File: src/rtl/sram_arbiter.sv
// Two-requester arbiter for an asynchronous SRAM using IDLE/SETUP/ACCESS/HOLD strobe sequencing.
// Define SRAM_ARB_ROUND_ROBIN_EN for round-robin tie-breaking; the default is fixed priority to requester 0.
module sram_arbiter #(
  parameter int unsigned WAIT_CYCLES = 2
) (
  input  logic        clk,
  input  logic        rst,
  input  logic        req0,
  input  logic        req1,
  input  logic        we0,
  input  logic        we1,
  input  logic [18:0] addr0,
  input  logic [18:0] addr1,
  input  logic [15:0] wdata0,
  input  logic [15:0] wdata1,
  output logic        ack0,
  output logic        ack1,
  output logic [15:0] rdata,
  output logic [18:0] ADR,
  output logic [15:0] DAT_O,
  input  logic [15:0] DAT_I,
  output logic        DAT_OE,
  output logic        RAMOE,
  output logic        RAMWE,
  output logic        RAMCS
);

  typedef enum logic [1:0] {IDLE, SETUP, ACCESS, HOLD} state_e;

  localparam logic [3:0] LAST_CNT = 4'(WAIT_CYCLES - 1);

  state_e      state_q, state_d;
  logic [3:0]  cnt_q, cnt_d;
  logic        gnt_q, gnt_d;
  logic        we_q, we_d;
  logic [18:0] addr_q, addr_d;
  logic [15:0] wdata_q, wdata_d;
  logic [15:0] rdata_q, rdata_d;
  logic        grant_sel;

`ifdef SRAM_ARB_ROUND_ROBIN_EN
  logic ptr_q, ptr_d;

  // ptr_q names the requester that wins the next tie
  always_comb begin
    grant_sel = (req0 && req1) ? ptr_q : ~req0;
    ptr_d     = ptr_q;
    if (state_q == IDLE && (req0 || req1)) ptr_d = ~grant_sel;
  end

  always_ff @(posedge clk) begin
    if (rst) ptr_q <= 1'b0;
    else     ptr_q <= ptr_d;
  end
`else
  assign grant_sel = ~req0;
`endif

  always_ff @(posedge clk) begin
    if (rst) begin
      state_q <= IDLE;
      cnt_q   <= '0;
      gnt_q   <= 1'b0;
      we_q    <= 1'b0;
      addr_q  <= '0;
      wdata_q <= '0;
      rdata_q <= '0;
    end else begin
      state_q <= state_d;
      cnt_q   <= cnt_d;
      gnt_q   <= gnt_d;
      we_q    <= we_d;
      addr_q  <= addr_d;
      wdata_q <= wdata_d;
      rdata_q <= rdata_d;
    end
  end

  always_comb begin
    state_d = state_q;
    cnt_d   = cnt_q;
    gnt_d   = gnt_q;
    we_d    = we_q;
    addr_d  = addr_q;
    wdata_d = wdata_q;
    rdata_d = rdata_q;
    unique case (state_q)
      IDLE: begin
        if (req0 || req1) begin
          gnt_d   = grant_sel;
          we_d    = grant_sel ? we1    : we0;
          addr_d  = grant_sel ? addr1  : addr0;
          wdata_d = grant_sel ? wdata1 : wdata0;
          state_d = SETUP;
        end
      end
      SETUP: begin
        cnt_d   = '0;
        state_d = ACCESS;
      end
      ACCESS: begin
        if (cnt_q == LAST_CNT) begin
          state_d = HOLD;
          if (!we_q) rdata_d = DAT_I;
        end else begin
          cnt_d = cnt_q + 4'd1;
        end
      end
      HOLD:    state_d = IDLE;
      default: state_d = IDLE;
    endcase
  end

  always_comb begin
    RAMCS  = 1'b1;
    RAMOE  = 1'b1;
    RAMWE  = 1'b1;
    DAT_OE = 1'b0;
    ADR    = '0;
    DAT_O  = '0;
    ack0   = 1'b0;
    ack1   = 1'b0;
    unique case (state_q)
      SETUP, ACCESS: begin
        RAMCS = 1'b0;
        ADR   = addr_q;
        if (we_q) begin
          DAT_OE = 1'b1;
          DAT_O  = wdata_q;
          RAMWE  = (state_q != ACCESS);
        end else begin
          RAMOE = 1'b0;
        end
      end
      HOLD: begin
        RAMCS  = 1'b0;
        ADR    = addr_q;
        DAT_OE = we_q;
        DAT_O  = we_q ? wdata_q : '0;
        ack0   = ~gnt_q;
        ack1   = gnt_q;
      end
      default: ;
    endcase
  end

  assign rdata = rdata_q;

endmodule

File: config.mk
export PLATFORM = sky130hd
export DESIGN_NAME = sram_arbiter
export DESIGN_NICKNAME = d
export VERILOG_FILES = /design/src/rtl/sram_arbiter.sv
export SDC_FILE = /design/constraint.sdc
export NUM_CORES = 1
export LEC_CHECK = 0
export BUFFER_PORTS_ARGS = -buffer_cell sky130_fd_sc_hd__buf_2
export CORE_MARGIN = 2
export CORE_UTILIZATION = 38
export DETAILED_ROUTE_END_ITERATION = 7
export GPL_TIMING_DRIVEN = 0
export HOLD_SLACK_MARGIN = 0.08
export PLACE_DENSITY_LB_ADDON = 0.05
export SLEW_MARGIN = 15
export SYNTH_ARGS = -nofsm -noshare
export SYNTH_HDL_FRONTEND = slang
export SYNTH_SLANG_ARGS = --single-unit
File: constraint.sdc
create_clock -name clk -period 1.8 [get_ports clk]
set_input_delay 0.18 -clock clk [delete_from_list [all_inputs] [get_ports clk]]
set_output_delay 0.18 -clock clk [all_outputs]
set_load 0.02 [all_outputs]
# Word level (Yosys, flattened, before mapping)
# Cells that the tools add are included.
dict set report word_totals {
  wordCells 47
  output_inout_bits 57
  register_bits 59
}
dict set report classes {
  reduce_logical 9
  eq_ne 8
  bitwise 3
  mux 19
  n_addsub 1
}
# cell count
set op_table {}
lappend op_table {{2-to-1 mux 16 bit} 3}
lappend op_table {{2-to-1 mux 19 bit} 2}
lappend op_table {{2-to-1 mux 1 bit} 8}
lappend op_table {{inequality test 2 bit (second input constant)} 4}
lappend op_table {{one-hot mux 2 bit (4 select lines)} 1}
lappend op_table {{one-hot mux 4 bit (2 select lines)} 1}
lappend op_table {{AND reduction 2 bit} 3}
lappend op_table {{adder 4 x 1 -> 4 bit (second input constant)} 1}
lappend op_table {{equality test 2 bit (second input constant)} 2}
lappend op_table {{equality test 4 x 1 -> 1 bit (second input constant)} 1}
lappend op_table {{2-to-1 mux 2 bit} 2}
lappend op_table {{2-to-1 mux 4 bit} 1}
lappend op_table {{inverter 1 bit} 3}
lappend op_table {{AND reduction 3 bit} 1}
lappend op_table {{OR reduction 3 bit} 1}
lappend op_table {{equality test 2 x 1 -> 1 bit (second input constant)} 1}
lappend op_table {{zero test 2 bit} 1}
lappend op_table {{one-hot mux 1 bit (2 select lines)} 1}
lappend op_table {{nonzero test 2 bit} 1}
lappend op_table {{OR reduction 2 bit} 1}
lappend op_table {{logical OR 1 bit} 1}

# Longest topological paths before layout
# Gate-level depths: netlist of the first run.
dict set report logic_depth {
  word_depth 3
  mapped_depth 7
}

# Least setup slack after synthesis of the first run
# No wires, ideal clock.
dict set report synth_timing {
  path_kind {flip-flop to output port}
  from {reg state_q[0]}
  to {out DAT_O[10]}
  t_arrival_ps 1675
  path_slack_ps -55
  stages_incl_launch_ff 6
  required_ps 1620
  path_buffers 1
  cell_sequence {dfxtp_1 -> inv_1 -> ha_1 -> nor2b_1 -> clkbuf_1 -> and2_1}
}
dict set report synth_between {
  elab_chain_len 3
}
# element line_no
set synth_rtl {}
lappend synth_rtl {{from (decl)} 32} ;# state_e state_q, state_d;
lappend synth_rtl {{from (signal assigned)} 69} ;# state_q <= state_d;
lappend synth_rtl {{equality test 2 x 1 -> 1 bit or equality test 2 bit (tied branches)} 123} ;# unique case (state_q)
lappend synth_rtl {{OR reduction 3 bit (no line) (*)} -}
lappend synth_rtl {{2-to-1 mux 16 bit (*)} -}
lappend synth_rtl {{to (decl)} 20} ;# output logic [15:0] DAT_O,
# Every way passes the cells marked *; elsewhere a longest branch is shown, timed or not.

# Final worst setup path of the first run
dict set report layout_timing {
  from {reg state_q[0]}
  to {out DAT_O[12]}
}
# The elaborated chain is that of the path after synthesis.

==> metrics.txt, run 1 <==
status=finished, final reports clean; clk buf depth=2; Clock power frac=around a fifth; most frequent cells in the layout=146 x buf_2, 57 x dfxtp_1, 37 x nor2_1, 37 x mux2i_1, 37 x a211oi_1; hold_ws=slightly below 0.1 ns; Reg-to-Reg Start=cnt_q[0]; Leakage=0.00193 uW; flop2flop setup slack=roughly 0.1 ns; DR iter-0 viols=80; Cell Rows=31; capture point of the worst path=DAT_O[12]; Initial Utilization=between 30% and 40%; fmax=around 0.58 GHz; CTS tree=yes; largest net degree at the start of global routing=11; first-pass GRT wire length=12.5 mm; CP bufs+invs=3; CP peak stage delay=approximately 0.35 ns; DIE AREA=between 8000 and 9000 sq um; Cell Area, Placed=3780 sq um; filler cell count=approximately 730; I/O Buffers=147; Worst setup SP type=flip-flop; initial antenna violation count=0; share of layout cells above drive strength 1=between 30% and 40%; Vias=around 2900; Top Family by Delay on Critical Path=buffers and inverters; Mapped Area=roughly 2900 sq um; total routed wirelength=approximately 8 mm; peak supply drop=~0.52 mV; final net count=590; crit end category=output pin; Clk pin slew, worst setup/hold paths=about 0.06 ns; fin cells=around 590; Via density=4.87; Ports=roughly 150; register share of total power=between 30 and 40%; Syn Nets=430; overall routing resource usage=18.6%; r2r worst-path depth=6; Gate Count Post-Synth=330; Setup-failing EPs final=0; Max stage delay cell, worst path=dfxtp_2; finished layout cell area=roughly 4000 sq um; period utilization=between 90% and 100%; Ys Warns=0; Netlist cell types=33; Fin Clk Skew=between 0.007 and 0.008 ns; slew margin rel.=about two thirds; H-tree depth=3; mean routed wirelength per cell=around 14 microns; antenna viol nets, final=0; n_diodes=0; number of buffers created by CTS=9; Yosys reg bits=between 50 and 60; synthesized area per cell=8.84 sq um; CP required=1.62 ns; combinational share of power=between 40% and 50%; vias in the first global route=2678; DRT Pass-1 Iters=4; Placer Congestion=0.827; Placed Instances=roughly 580; Crit. Startpoint=state_q[0]; Syn-to-layout area delta=38.4%; Die Y=roughly 90 microns; switching power=2210 uW; Max-Cap Viols=0; final slew viol count=0; register area share after synthesis=around 40%; Die W=between 90 and 100 microns; Core Area=7330 sq um; Clk Latency, worst-skew pair=0.33 ns; crit path kind=flip-flop to output pin; Hold Crit Class=primary input to flip-flop; endpoints failing hold=0; WP depth=6; switching share of power=41.1%; HPWL Detailed=slightly below 6 mm; Max FO, Critical Path=10; DRC=0; Pint=approximately 3200 uW; commonest non-fill, non-tap cell in the layout=buf_2; pwr/cell area=1330 nW/um^2; worst path cell trace=inv_2 > ha_4 > nor2b_4 > clkbuf_8 > and2_1 > buf_2; clock sinks=59; critical path arrival=around 1.5 ns; Root Buffer Master=clkbuf_8; measured slew at the worst slew-check pin=roughly 0.5 ns; reg2reg end=rdata[0]; Final min period=1.71 ns; global route overflow=0
## final cells by class
class | instances | area, sq um | area share (%)
sequential | 59 | 1190 | 29.4
inverter | 3 | 11.3 | 0.279
multi-input combinational | 239 | 1620 | 40.1
clock inverter | 3 | 15.0 | 0.372
timing repair buffer | 149 | 771 | 19.1
clock buffer | 11 | 151 | 3.75
tap | 99 | 124 | 3.07
buffer | 29 | 161 | 4.00
## power groups by stage
stage,logic (uW),clock network [uW],registers (uW)
global route,2800,1150,1850
CTS,2470,1070,1810
detailed placement,2390,0,1830
global placement,2380,0,1810
floorplan,1670,0,1790
finish,2540,1030,1810
## worst min-delay path by stage
stage	end	start	cells past startpoint	slack, ns
6_report	rdata[7]	DAT_I[7]	3	0.1
5_1_grt	rdata[2]	DAT_I[2]	3	0.09
4_1_cts	rdata[7]	DAT_I[7]	3	0.08
3_5_place_dp	rdata[7]	DAT_I[7]	3	0.44
3_3_place_gp	rdata[3]	DAT_I[3]	3	0.43
2_1_floorplan	rdata[0]	DAT_I[0]	2	0.33
## timing repair
| action | CTS | global route |
|---|---|---|
| buffers inserted | 1 | 0 |
| endpoints found under the hold margin | 0 | 1 |
| gates resized for setup | 17 | 28 |
| hold buffers | 0 | 1 |
| endpoints found under the setup margin | 77 | 71 |
| pin swaps | 0 | 0 |
## worst reg2reg max path: stages, from the launching register on
cell	delay (ns)
dfxtp_1	0.39
ha_1	0.22
or3b_1	0.34
buf_2	0.17
buf_2	0.20
o21ai_1	0.16
a21oi_1	0.08
## synthesized netlist by cell type (all sizes together)
cell	n	area, sq um
dfxtp	59	1180
or4b	1	10.0
o21ai	19	95.1
inv	3	11.3
and2	17	106
nor3	1	5.00
nor2	37	139
a21oi	20	100
nand4	1	6.26
nor4bb	1	10.0
o21a	1	7.51
a211oi	38	290
nand4b	2	17.5
or2	1	6.26
clkbuf	18	67.6
nand3	18	90.1
a31oi	1	6.26
mux2i	37	370
nor2b	24	150
buf	11	60.1
nor3b	2	20.0
nand2	2	7.51
or3b	1	8.76
ha	8	100
nand4bb	1	11.3
nand2b	4	25.0
o21bai	1	7.51
a21o	1	7.51
## cells by family after synthesis
logic type	share of synthesized area, %
multiplexers	12.7
AND/OR/NAND/NOR	21.0
adder cells (fa/ha/maj)	3.43
AO/OA/AOI/OAI	17.6
buffers and inverters	4.76
flip-flops	40.5
## sequential cells by signal, summed over array words and instances, names as in the netlist
signal and flops:
addr_q 19, rdata 16, wdata_q 16, cnt_q 4, state_q 2, gnt_q 1
we_q 1
## per-stage QoR
| step | setup WS (ns) | utilization (%) | setup TNS [ns] | power [uW] |
|---|---|---|---|---|
| after floorplan | 0.0752 | - | 0 | 3460 |
| after global placement | -0.192 | 51.5 | -3.44 | 4190 |
| after CTS | 0.000940 | 54.4 | 0 | 5350 |
| final | 0.0870 | 55.1 | 0 | 5380 |
| after detailed placement | -0.240 | 51.5 | -4.36 | 4220 |
| after global routing | -0.000170 | 55.1 | -0.000170 | 5800 |
## per-layer routing
layer | track usage, % | part of all wire (%)
met5 | 0 | 0
met4 | 6.44 | 0.71
met3 | 4.93 | 7.9
met2 | 29.9 | 45
met1 | 24.2 | 46
(Power assumes the default switching activity.)
==> run 2: changes to the inputs <==
Settings changed: REMOVE_ABC_BUFFERS from default to 1.
==> run 2 against run 1 <==
Effect of this change:
- register-to-register slack better by 0.04 ns
- power grew 4.4%
- die area stayed put
- wire length down 0.90%
- clock-buffer cell count rose by 1
- design area shrank 0.56%
- critical endpoint is now DAT_O[1]
==> metrics.txt, run 2 (same netlist as run 1, synthesis figures left out) <==
DR iter-0 viols=slightly below 60; filler cell count=around 700; Util after Layout=between 50% and 60%; H-tree depth=3; total routed wirelength=slightly below 8 mm; Largest Register=addr_q; Max stage delay cell, worst path=dfxtp_4; Ports=~150; final slew viol count=0; status=finished, final reports clean; pwr/cell area=around 1400 nW/um^2; DRC=0; Vias=2811; setup_tns=0 ns; Syn-to-layout area delta=37.6%; most frequent cells in the layout=146 x buf_2, 57 x dfxtp_1, 37 x nor2_1, 37 x mux2i_1, 37 x a211oi_1; overall routing resource usage=a little under a fifth; period utilization=between 90 and 100%; Placed Instances=548; combinational share of power=a little under half; number of buffers created by CTS=9; endpoints failing hold=0; commonest non-fill, non-tap cell in the layout=buf_2; critical path arrival=around 1.5 ns; Initial Utilization=about two fifths; CP bufs+invs=3; Final min period=1.69 ns; Worst setup SP type=flip-flop; Total Power=approximately 5600 uW; peak supply drop=0.607 mV; slew margin rel.=about a quarter; Core Area=around 7300 sq um; DIE AREA=roughly 8400 sq um; Pint=roughly 3400 uW; Hold Crit Class=primary input to flip-flop; final net count=between 500 and 600; n_diodes=0; CTS tree=yes; register share of total power=32.3%; global route overflow=0; Fin Clk Skew=between 0.01 and 0.015 ns; switching share of power=between 40% and 50%; gr busiest metal=met2; Top Family by Delay on Critical Path=buffers and inverters; fmax=between 0.5 and 0.6 GHz; crit end category=output pin; antenna viol nets, final=0; Root Buffer Master=clkbuf_8; Setup-failing EPs final=0; Placer Congestion=between 0.7 and 0.8; mean routed wirelength per cell=approximately 14 microns; I/O Buffers=around 150; register area=approximately 1200 sq um; DRT Pass-1 Iters=4; share of layout cells above drive strength 1=between 30 and 40%; first-pass GRT wire length=between 10 and 15 mm; Die Y=91.6 microns; hold_ws=0.0990 ns; number of flip-flops under the largest register name=19; initial antenna violation count=0; Multi-input gate area=roughly 1700 sq um; CP peak stage delay=~0.37 ns; met3 global-route usage=roughly 5.3%; clock sinks=just under 60; CP required=roughly 1.6 ns; Leakage=0.00189 uW; Clk pin slew, worst setup/hold paths=about 0.070 ns; Max-Cap Viols=0; worst path cell trace=inv_1 > ha_4 > nor2b_4 > buf_12 > and2_1 > buf_2; switching power=2260 uW; fin cells=571; Via density=between 4 and 5; Clock power frac=approximately 22%; Die W=roughly 92 microns; Max FO, Critical Path=17; vias in the first global route=2592; grt met1 use=about a quarter; crit path kind=flip-flop to output pin; Cell Rows=31; RSZ-0062 raised after global routing=no; measured slew at the worst slew-check pin=1.13 ns; clk buf depth=2; largest net degree at the start of global routing=61; HPWL Detailed=approximately 5.0 mm; Clk Latency, worst-skew pair=0.32 ns; GR met2 Demand/Resource=28.6%
run 2: changes by cell type in the layout (fill, tap and decap cells not counted), moves of 3 or more:
cell	before	now
clkbuf_2	7	0
clkbuf_1	6	0
buf_4	12	4
clkbuf_4	3	0
run 2: through the flow:
| stage | cell area (sq um) | setup slack [ns] |
|---|---|---|
| after floorplan | 2790 | -0.482 |
| after global placement | 3650 | -1.45 |
| after detailed placement | 3660 | -0.643 |
| after CTS | 3970 | 0.00670 |
| after global routing | 4020 | 0.00700 |
| final | 4020 | 0.105 |
run 2: tightest hold or removal path: cells and delay by family:
family                 cells  cell delay [ns]
AOI/OAI and AO/OA          1             0.05
buffers and inverters      1             0.09
and+or+nand+nor            1             0.05
run 2: cell type report:
type | instances | share of cell area, %
Sequential cell | 59 | 29.5
Clock buffer | 12 | 4.11
Timing Repair Buffer | 153 | 20.2
Inverter | 3 | 0.280
Multi-Input combinational cell | 241 | 41.6
Tap cell | 99 | 3.09
Clock inverter | 4 | 1.18
run 2: timing repair:
item / 4_1_cts / 5_1_grt
endpoints found under the setup margin: 90 / 63
pin swaps: 1 / 0
gates resized for setup: 11 / 5
cloned: 1 / 1
hold buffers: 0 / 1
hold endpoints to repair: 0 / 1
buffers inserted: 3 / 1
run 2: path summary, 6_finish.rpt:
path                                 start    endpoint  slack (ns)  cells after the start
worst max-delay path            state_q[1]    DAT_O[1]        0.11                      6
worst min-delay path              DAT_I[7]    rdata[7]         0.1                      3
worst max register to register  state_q[1]  wdata_q[2]        0.14                      5
worst min register to register    rdata[7]    rdata[7]        0.48                      2
run 2: per-layer routing:
layer	vias to the layer above	part of all wire [%]
met5	-	0
li1	1445	-
met4	0	0.87
met3	6	7.0
met1	1265	45
met2	95	47
run 2: power groups by stage:
stage / Combinational [uW] / Sequential [uW] / Clock (uW)
final: 2540 / 1820 / 1260
after global routing: 2800 / 1870 / 1380
after CTS: 2490 / 1810 / 1300
after detailed placement: 2230 / 1830 / 0
after global placement: 2170 / 1810 / 0
after floorplan: 1560 / 1790 / 0
==> run 3: changes to the inputs <==
Settings changed: CORE_UTILIZATION 38 to 46.
==> run 3 against run 2 <==
Effect of this change:
- hold slack got worse by 0.012 ns
- utilization increased by 9.5 points
- wire length decreased by 6.5%
- sequential share of layout area about the same
- setup slack got worse by 0.018 ns
- power increased by 1.8%
- die area decreased by 17%
- cell count decreased by 3.7%
- combinational power about the same
- sequential power about the same
- sequential cell count unchanged
- design area about the same
- critical path type unchanged
==> metrics.txt, run 3 (same netlist as run 1, synthesis figures left out) <==
measured slew at the worst slew-check pin=around 1.2 ns; Die Y=approximately 84 microns; Util after Layout=64.3%; CP bufs+invs=3; overall routing resource usage=between 20% and 30%; Max stage delay cell, worst path=dfxtp_4; Placer Congestion=just over 0.7; Initial Utilization=between 40% and 50%; Total Power=~5700 uW; hold_ws=0.0866 ns; antenna viol nets, final=0; RSZ-0062 raised after global routing=no; Syn-to-layout area delta=37.5%; CP peak stage delay=between 0.3 and 0.4 ns; Via density=a little over 5; DR iter-0 viols=between 70 and 80; Fin Clk Skew=approximately 0.0079 ns; Ports=around 150; clock sinks=59; final slew viol count=0; Die W=about 84 microns; finished layout cell area=~4000 sq um; global route overflow=0; commonest non-fill, non-tap cell in the layout=buf_2; Hold Crit Class=primary input to flip-flop; Clk Latency, worst-skew pair=0.33 ns; Final min period=approximately 1.7 ns; final net count=568; Max-Cap Viols=0; pwr/cell area=1430 nW/um^2; Clk pin slew, worst setup/hold paths=roughly 0.070 ns; Largest Register=addr_q; crit path kind=flip-flop to output pin; Core Area=approximately 6200 sq um; Setup-failing EPs final=0; n_diodes=0; H-tree depth=3; CTS tree=yes; DRC=0; Leakage=about 0.0019 uW; critical path arrival=~1.5 ns; vias in the first global route=2477; mean routed wirelength per cell=between 10 and 15 microns; Cell Area, Placed=3650 sq um; DRT Pass-1 Iters=4; I/O Buffers=~150; peak supply drop=between 0.7 and 0.8 mV; fmax=slightly below 0.6 GHz; DIE AREA=7000 sq um; Max FO, Critical Path=17; period utilization=between 90% and 100%; number of buffers created by CTS=9; number of flip-flops under the largest register name=19; endpoints failing hold=0; Cell Rows=29; total routed wirelength=between 7 and 8 mm; HPWL Detailed=about 4.8 mm; Worst setup SP type=flip-flop; most frequent cells in the layout=144 x buf_2, 57 x dfxtp_1, 37 x nor2_1, 37 x mux2i_1, 37 x a211oi_1; crit end category=output pin; slew margin rel.=about 22%; status=finished, final reports clean; share of layout cells above drive strength 1=between 30% and 40%; largest net degree at the start of global routing=a little over 60; Root Buffer Master=clkbuf_8; Vias=2820; initial antenna violation count=0; flop2flop setup slack=0.13 ns; worst path cell trace=inv_1 > ha_4 > nor2b_4 > buf_12 > and2_1 > buf_2; CP required=roughly 1.6 ns; first-pass GRT wire length=between 10 and 15 mm; Top Family by Delay on Critical Path=buffers and inverters; clk buf depth=2
run 3: per-layer routing:
| layer | global-route usage, % | wire [microns] | share of wire [%] |
|---|---|---|---|
| met5 | 0 | 0 | 0 |
| met4 | 8.36 | 104 | 1.4 |
| met3 | 4.85 | 511 | 6.9 |
| met2 | 34.2 | 3500 | 47 |
| met1 | 26.0 | 3290 | 44 |
run 3: path summary, 6_finish.rpt:
check	from	to	depth (start not counted)
hold reg to reg	rdata[9]	rdata[9]	2
hold / removal	DAT_I[1]	rdata[1]	3
setup / recovery	state_q[1]	DAT_O[9]	6
setup reg to reg	cnt_q[0]	state_q[0]	4
run 3: layout make-up:
| class | instances | area [sq um] |
|---|---|---|
| fillers | 576 | 2230 |
| multi-input cells | 240 | 1660 |
| inverters | 3 | 11.3 |
| flip-flops and latches | 59 | 1190 |
| clock buffers | 12 | 155 |
| well taps | 77 | 96.3 |
| repair buffers | 155 | 833 |
| clock inverters | 4 | 72.6 |
run 3: power breakdown:
part           internal, uW  switching, uW
combinational           992           1530
clock                   854            534
sequential             1650            168
run 3: timing repair:
item | in CTS | in global routing
pin swaps | 1 | 0
gates cloned | 1 | 0
hold buffers | 2 | 0
resized for setup | 11 | 9
endpoints found under the setup margin | 75 | 57
endpoints found under the hold margin | 2 | 0
setup buffers | 3 | 1
run 3: through the flow:
stage                     worst slack [ns]  cells  TNS, ns
after floorplan                     -0.482    301   -22.82
after global placement               -1.40    526   -65.96
after detailed placement            -0.590    527   -30.90
after CTS                         -0.00986    549  -0.0159
after global routing              0.000655    550        0
final                               0.0878    550        0
run 3: worst reg2reg max path, cell delays in order, from the launching register on:
cell and delay [ns]:
dfxtp_1 0.40, ha_1 0.23, or3b_4 0.50, a21o_1 0.25, a211oi_2 0.20
